<file path="config.mk">
export PLATFORM = sky130hd
export DESIGN_NAME = tap_decoder
export DESIGN_NICKNAME = d
export VERILOG_FILES = /design/src/rtl/tap_decoder.sv
export SDC_FILE = /design/constraint.sdc
export NUM_CORES = 1
export LEC_CHECK = 0
export BUFFER_PORTS_ARGS = -buffer_cell sky130_fd_sc_hd__buf_2
export CORE_MARGIN = 2
export CORE_UTILIZATION = 25
export DETAILED_ROUTE_END_ITERATION = 7
export HOLD_SLACK_MARGIN = 0.06
export PLACE_DENSITY = 0.39
export RECOVER_POWER = 25
export SYNTH_ARGS = -nofsm -noshare
export SYNTH_HDL_FRONTEND = slang
export SYNTH_SLANG_ARGS = --single-unit
</file>
<file path="constraint.sdc">
create_clock -name clock -period 2.4 [get_ports clock]
set_input_delay 0.12 -clock clock [delete_from_list [all_inputs] [get_ports clock]]
set_output_delay 0.12 -clock clock [all_outputs]
set_load 0.03 [all_outputs]
</file>
<file path="src/rtl/tap_decoder.sv">
// Tap-gesture decoder: groups debounced presses that fall inside a timeout window into single/double/triple tap events.
// Optional sticky last-event output is enabled by defining TAP_LAST_EVENT_EN.
module tap_decoder #(
  parameter int TAP_WINDOW = 30000000,
  parameter int TIMER_W    = 25
) (
  input  logic       clock,
  input  logic       reset,
  input  logic       pressPulse,
  output logic       singleTap,
  output logic       doubleTap,
  output logic       tripleTap,
  output logic [1:0] tapCount,
  output logic       busy
`ifdef TAP_LAST_EVENT_EN
  ,
  output logic [1:0] lastEvent
`endif
);

  typedef enum logic {
    IDLE = 1'b0,
    WAIT = 1'b1
  } tapState_t;

  localparam logic [TIMER_W-1:0] LAST_TICK = TIMER_W'(TAP_WINDOW - 1);

  tapState_t          stateReg;
  tapState_t          stateNext;
  logic [TIMER_W-1:0] timerReg;
  logic [TIMER_W-1:0] timerNext;
  logic [1:0]         countNext;
  logic               singleNext;
  logic               doubleNext;
  logic               tripleNext;

  // Next-state, window timer and event decode; a press always beats a coincident timeout.
  always_comb begin
    stateNext  = stateReg;
    timerNext  = timerReg;
    countNext  = tapCount;
    singleNext = 1'b0;
    doubleNext = 1'b0;
    tripleNext = 1'b0;
    case (stateReg)
      IDLE: begin
        if (pressPulse) begin
          stateNext = WAIT;
          countNext = 2'd1;
          timerNext = '0;
        end else begin
          countNext = 2'd0;
          timerNext = '0;
        end
      end
      WAIT: begin
        if (pressPulse) begin
          if (tapCount < 2'd2) begin
            countNext = tapCount + 2'd1;
            timerNext = '0;
          end else begin
            tripleNext = 1'b1;
            stateNext  = IDLE;
            countNext  = 2'd0;
            timerNext  = '0;
          end
        end else if (timerReg == LAST_TICK) begin
          singleNext = (tapCount == 2'd1);
          doubleNext = (tapCount == 2'd2);
          stateNext  = IDLE;
          countNext  = 2'd0;
          timerNext  = '0;
        end else begin
          timerNext = timerReg + TIMER_W'(1);
        end
      end
      default: begin
        stateNext = IDLE;
        countNext = 2'd0;
        timerNext = '0;
      end
    endcase
  end

  // State, timer and all registered outputs.
  always_ff @(posedge clock) begin
    if (reset) begin
      stateReg  <= IDLE;
      timerReg  <= '0;
      tapCount  <= 2'd0;
      busy      <= 1'b0;
      singleTap <= 1'b0;
      doubleTap <= 1'b0;
      tripleTap <= 1'b0;
    end else begin
      stateReg  <= stateNext;
      timerReg  <= timerNext;
      tapCount  <= countNext;
      busy      <= (stateNext == WAIT);
      singleTap <= singleNext;
      doubleTap <= doubleNext;
      tripleTap <= tripleNext;
    end
  end

`ifdef TAP_LAST_EVENT_EN
  function automatic logic [1:0] eventCode(input logic s, input logic d, input logic t);
    logic [1:0] code;
    if (t) begin
      code = 2'b11;
    end else if (d) begin
      code = 2'b10;
    end else if (s) begin
      code = 2'b01;
    end else begin
      code = 2'b00;
    end
    return code;
  endfunction

  // Sticky record of the most recent gesture, updated alongside its strobe.
  always_ff @(posedge clock) begin
    if (reset) begin
      lastEvent <= 2'b00;
    end else if (singleNext || doubleNext || tripleNext) begin
      lastEvent <= eventCode(singleNext, doubleNext, tripleNext);
    end else begin
      lastEvent <= lastEvent;
    end
  end
`endif

endmodule

</file>
==> results of run 1 <==
routing by layer:
layer,vias to the layer above,GRT usage
li1,606,-
met1,541,0.146
met2,11,0.152
met3,2,0.0339
met4,0,0.0466
met5,-,0
path summary, 6_finish.rpt:
check                           cells after the start           to
worst max-delay path                                6  timerReg[5]
worst min-delay path                                2    doubleTap
worst max register to register                      6  timerReg[5]
worst min register to register                      1  timerReg[0]
flip-flops by register name (all words and copies together), names as in the netlist:
name and flops:
stateReg 1, timerReg 25, tapCount 2, singleTap 1, doubleTap 1, tripleTap 1
Yosys cell counts (all sizes together):
master / instances / area (µm²)
and4: 2 / 17.5
nor2: 21 / 78.8
nor2b: 3 / 18.8
and3: 3 / 18.8
o21ba: 1 / 10.0
nand2: 11 / 41.3
inv: 5 / 18.8
buf: 5 / 36.3
o21ai: 11 / 66.3
a21oi: 11 / 55.1
xor2: 2 / 17.5
or4: 6 / 45.0
o21a: 1 / 7.51
nand4: 6 / 52.6
nor3b: 1 / 7.51
nand3: 7 / 40.0
o31ai: 1 / 7.51
o211ai: 1 / 7.51
nand3b: 3 / 22.5
or3: 7 / 43.8
nand2b: 1 / 6.26
nor4: 6 / 37.5
xnor2: 12 / 105
ha: 1 / 12.5
dfxtp: 31 / 621
or4b: 1 / 10.0
nor3: 3 / 15.0
through the flow:
stage               setup WS [ns]   util  hold WS (ns)  instances
floorplan                   0.459      -         0.189        163
global placement            0.283  0.279         0.340        241
detailed placement          0.228  0.279         0.351        241
CTS                         0.215  0.296         0.121        250
global route               0.0834  0.295         0.129        250
finish                      0.224  0.295         0.144        250
cell type report:
class                   count  area, µm²
clock buffers               6       72.6
flip-flops and latches     31        621
clock inverters             2       12.5
repair buffers             12       63.8
inverters                   5       18.8
well taps                  72       90.1
multi-input cells         122        744
fillers                   578       3880
cells by family (layout without fill, tap and decap cells):
logic type | after synthesis | after routing | share of synthesized area
adders and majority gates | 1 | 1 | 0.00881
AOI/OAI and AO/OA | 26 | 26 | 0.108
xor gates and xnor gates | 14 | 14 | 0.0863
and+or+nand+nor | 81 | 81 | 0.321
DFF | 31 | 31 | 0.437
buffers and inverters | 10 | 25 | 0.0388
power by group through the flow:
stage | clock network [W] | logic [W] | registers (W)
6_report | 0.000395 | 0.0000264 | 0.000522
2_1_floorplan | 0 | 0.0000142 | 0.000537
5_1_grt | 0.000446 | 0.0000291 | 0.000522
3_5_place_dp | 0 | 0.0000260 | 0.000533
3_3_place_gp | 0 | 0.0000253 | 0.000533
4_1_cts | 0.000412 | 0.0000273 | 0.000521
what timing repair did:
action	in CTS	in global routing
endpoints found under the hold margin	2	0
hold buffers	1	0
buffers inserted	0	0
==> impl_results.md, run 1 <==
- First drt pass iteration count: 4
- Slew Limit Fails: 0
- Total power: 0.000943 W
- # setup viols final: 0
- Antenna violations before repair: 0
- IO Pins: 9
- DR top layer: met4
- Status: complete, no violations
- Fmax: 460 MHz
- Reg-to-reg startpoint: timerReg[0]
- Post-Route WL: 3000 µm
- Diodes inserted: 0
- Design Area, Final: 1620 µm²
- Crit path max-delay family: simple AND/OR/NAND/NOR gates
- Logic pwr share: 0.028
- Global-route wire length before repair: 5110 µm
- Die width: 79.4 µm
- Seq pwr share: 0.553
- Post-route DRC: 0
- Setup TNS: 0 ns
- DRT met1 WL: 1560 µm
- Power Dens Cells: 581 nW/µm²
- Initial Util: 0.258
- Pin count of the biggest net entering global routing: 16
- # port buffers: 8
- WP data arrival: 2.34 ns
- Final hold violation count: 0
- Total gr overflow: 0
- Area of placed instances: 1540 µm²
- Unique masters post-synth: 32
- Worst path required time: 2.57 ns
- Clk buf depth: 2
- CTS Buf Count: 5
- Layout cells sized above 1: 0.0843
- CTS tree: done
- Nets: 181
- Routability cong.: 0.753
- CP Class: flip-flop to flip-flop
- Lkg Pwr: 0.458 nW
- Worst rel slew slack: 0.751
- RSZ-0062 raised after global routing: false
- Met2 WL: 1320 µm
- Worst vdd ir: 0.000256 V
- Flops & latches, synth: 31
- Buf/Inv on CP: 1
- CP peak stage delay: 0.72 ns
- Clk_skew: 0.00882 ns
- Clock slew at reported path FFs: 0.07 ns
- CP Launch Point: timerReg[0]
- Hold_sp: pressPulse
- Vias: 1,160
- Worst hold path class: input pin to flip-flop
- Post-Synthesis Cells: 163
- Leading cell type in the layout, fill and taps excluded: dfxtp_1
- DR iter-0 viols: 54
- Crit Path Max Fanout: 15
- NetSw: 0.000214 W
- Met3 wire len: 93 µm
- Post-Syn Area: 1420 µm²
- Hpwl dp: 2180 µm
- Synthesis-to-finish area growth: 14.3%
- Routed len/inst: 12.0 µm
- Setup crit start kind: flip-flop
- Core box area: 5510 µm²
- Sw frac: 0.227
- Worst-Margin Slew: 0.374 ns
- # resized after CTS: 0
- Flop2flop setup slack: 0.22 ns
- Number of placement rows: 27
- Via-per-instance ratio: 4.64
- DIE AREA: 6300 µm²
- Sequential share of the synthesized area: 0.437
- Mean Syn Cell Area: 8.71 µm²
- Die height: 79.4 µm
- Final period utilization: 0.906
- Yosys warning count: 0
- CP max-delay cell: or4_1
- Total track usage: 0.106
- Clk pwr share: 0.419
- H-tree depth: 2
- Synthesized Nets: 167
- Most frequent cells in the layout: dfxtp_1 (31), nor2_1 (21), xnor2_1 (12)
- Clk Latency, worst-skew pair: 0.28 ns
- Sink Count: 31
- Root Buffer: clkbuf_8
- ANT nets after route: 0
- Worst-path cell chain: ha_1 -> nand3_2 -> or4_1 -> o21ai_4 -> buf_4 -> nor2_1
- Fin crit period: 2.18 ns
- Cell Int Power: 0.000729 W
- Crit. End Element: flip-flop
- Max-capacitance violation count: 0
- Vias in the first global route: 1,062
Note: power is estimated with default switching activity, not from simulation.
==> inputs of run 2 (changes only) <==
- CORE_MARGIN: 2 -> unset
- clock period: 2.4 -> 2.63 ns (I/O delays scaled with it)
==> run 2 against run 1 <==
  * Global-route usage increased by 0.22 points
  * Die area decreased by 5.0%
  * Cell count decreased by 0.40%
  * Hold slack improved by 0.0021 ns
  * Clock-buffer cell count unchanged
  * First-iteration DRC count decreased by 17%
  * Via count about the same
  * Combinational power decreased by 14%
  * Sequential power decreased by 9.0%
  * Clock power increased by 22%
  * Sequential cell count unchanged
  * Critical path type unchanged
  * Largest power group is now clock
==> impl_results.md, run 2 (synthesis gave the netlist of run 1 again) <==
- Routed len/inst: 11.5 µm
- CTS Buf Count: 5
- Logic pwr share: 0.023
- Die width: 77.4 µm
- Hold endpoint: doubleTap
- Reg-to-reg startpoint: timerReg[0]
- Pre-CTS WS: 0.324 ns
- Hpwl dp: 2040 µm
- FF-to-FF path depth: 6
- Crit Path Max Fanout: 15
- Regs by FF count: timerReg (25), tapCount (2)
- R2r endpoint: timerReg[2]
- Initial Util: 0.258
- CTS tree: done
- Seq pwr share: 0.486
- Clk_skew: 0.00430 ns
- Max-capacitance violation count: 0
- Buf/Inv on CP: 1
- Worst path required time: 2.80 ns
- NetSw: 0.000193 W
- Number of placement rows: 27
- Crit. End Element: flip-flop
- Vias: 1,159
- CP max-delay cell: or4_1
- Clk Latency, worst-skew pair: 0.27 ns
- RSZ-0062 raised after global routing: false
- Synthesis-to-finish area growth: 16.0%
- First drt pass iteration count: 4
- Pin count of the biggest net entering global routing: 16
- Routability cong.: 0.746
- H-tree depth: 2
- Most frequent cells in the layout: dfxtp_1 (31), nor2_1 (21), xnor2_1 (12)
- Global-route wire length before repair: 5090 µm
- CP Class: flip-flop to flip-flop
- Clk pwr share: 0.491
- Diodes inserted: 0
- Worst hold path class: input pin to flip-flop
- ANT nets after route: 0
- # port buffers: 8
- Sw frac: 0.197
- Final period utilization: 0.874
- Lkg Pwr: 0.473 nW
- Status: complete, no violations
- Setup crit start kind: flip-flop
- Crit path max-delay family: simple AND/OR/NAND/NOR gates
- Leading cell type in the layout, fill and taps excluded: dfxtp_1
- DIE AREA: 5990 µm²
- Hold depth: 2
- Postcts setup bufs: 0
- Root Buffer: clkbuf_8
- Design Area, Final: 1650 µm²
- CP peak stage delay: 0.71 ns
- Max reg flops: 25
- # setup viols final: 0
- Layout cells sized above 1: 0.0847
- IO Pins: 9
- Worst-path cell chain: ha_1 -> nand3_2 -> or4_1 -> o21ai_4 -> buf_4 -> nor2_1
- DR iter-0 viols: 45
- Post-Route WL: 2870 µm
- Cell Int Power: 0.000786 W
- Fin crit period: 2.30 ns
- Slew Limit Fails: 0
- WP data arrival: 2.46 ns
- Nets: 180
- Antenna violations before repair: 0
- Post-route DRC: 0
- Clock slew at reported path FFs: 0.07 ns
- Die height: 77.4 µm
- Final worst setup slack: 0.332 ns
- Final hold violation count: 0
- Area of placed instances: 1530 µm²
- Setup TNS: 0 ns
- Via-per-instance ratio: 4.65
- Worst vdd ir: 0.000211 V
- Flop2flop setup slack: 0.33 ns
- Fmax: 435 MHz
- Worst rel slew slack: 0.755
- Vias in the first global route: 1,093
- Total gr overflow: 0
- Worst-Margin Slew: 0.369 ns
- Total track usage: 0.109
- Hold_sp: pressPulse
- Core box area: 5510 µm²
- Power Dens Cells: 594 nW/µm²
- Sink Count: 31
- Clk buf depth: 2
- Top reg by flops: timerReg
run 2: cell types whose count changed in the layout (fill, tap and decap cells not counted), sizes merged:
cell | previous run | this run
buf | 4 | 3
bufinv | 0 | 1
clkinvlp | 1 | 0
run 2: layer usage:
metal  up-vias  wire length, µm  GRT usage
met3         2               99     0.0365
met1       537             1500      0.145
met5         -                0          0
li1        609                -          -
met4         0               13     0.0321
met2        11             1260      0.165
run 2: how the worst max path moves through the flow:
| stage | start | end | slack [ns] | cells after the start |
|---|---|---|---|---|
| after floorplan | timerReg[0] | timerReg[24] | 0.69 | 6 |
| after CTS | timerReg[0] | timerReg[2] | 0.31 | 6 |
| final | timerReg[0] | timerReg[2] | 0.33 | 6 |
| after detailed placement | timerReg[0] | timerReg[2] | 0.32 | 6 |
| after global placement | timerReg[0] | timerReg[9] | 0.38 | 6 |
| after global routing | timerReg[0] | timerReg[10] | 0.15 | 6 |
run 2: what timing repair did:
| item | CTS | global route |
|---|---|---|
| endpoints found under the hold margin | 2 | 0 |
| gates resized for setup | 0 | 0 |
| endpoints found under the setup margin | 0 | 0 |
| hold buffers | 1 | 0 |
run 2: worst register-to-register path, stage by stage (launching register included):
cell and delay (ns):
dfxtp_1 0.37, ha_1 0.22, nand3_2 0.18, or4_1 0.71, o21ai_4 0.37, buf_4 0.28, nor2_1 0.07
run 2: final cells by class:
| class | instances | area [µm²] |
|---|---|---|
| Tap cell | 72 | 90.1 |
| Inverter | 5 | 18.8 |
| Clock inverter | 2 | 35.0 |
| Clock buffer | 6 | 82.6 |
| Fill cell | 592 | 3860 |
| Timing Repair Buffer | 11 | 56.3 |
| Multi-Input combinational cell | 122 | 744 |
| Sequential cell | 31 | 621 |
run 2: metrics by stage:
step           utilization  hold slack (ns)  instances  total power [W]
3_3_place_gp         0.278            0.335        240         0.000508
3_5_place_dp         0.278            0.342        240         0.000509
4_1_cts              0.301            0.140        249         0.000995
2_1_floorplan            -            0.201        163         0.000503
6_report             0.299            0.146        249         0.000979
5_1_grt              0.299            0.154        249          0.00103
run 2: power groups by stage:
stage          Sequential [W]  Clock (W)  Combinational [W]
6_report             0.000475   0.000481          0.0000227
5_1_grt              0.000476   0.000526          0.0000252
4_1_cts              0.000475   0.000496          0.0000240
2_1_floorplan        0.000490          0          0.0000129
3_5_place_dp         0.000486          0          0.0000228
3_3_place_gp         0.000486          0          0.0000223
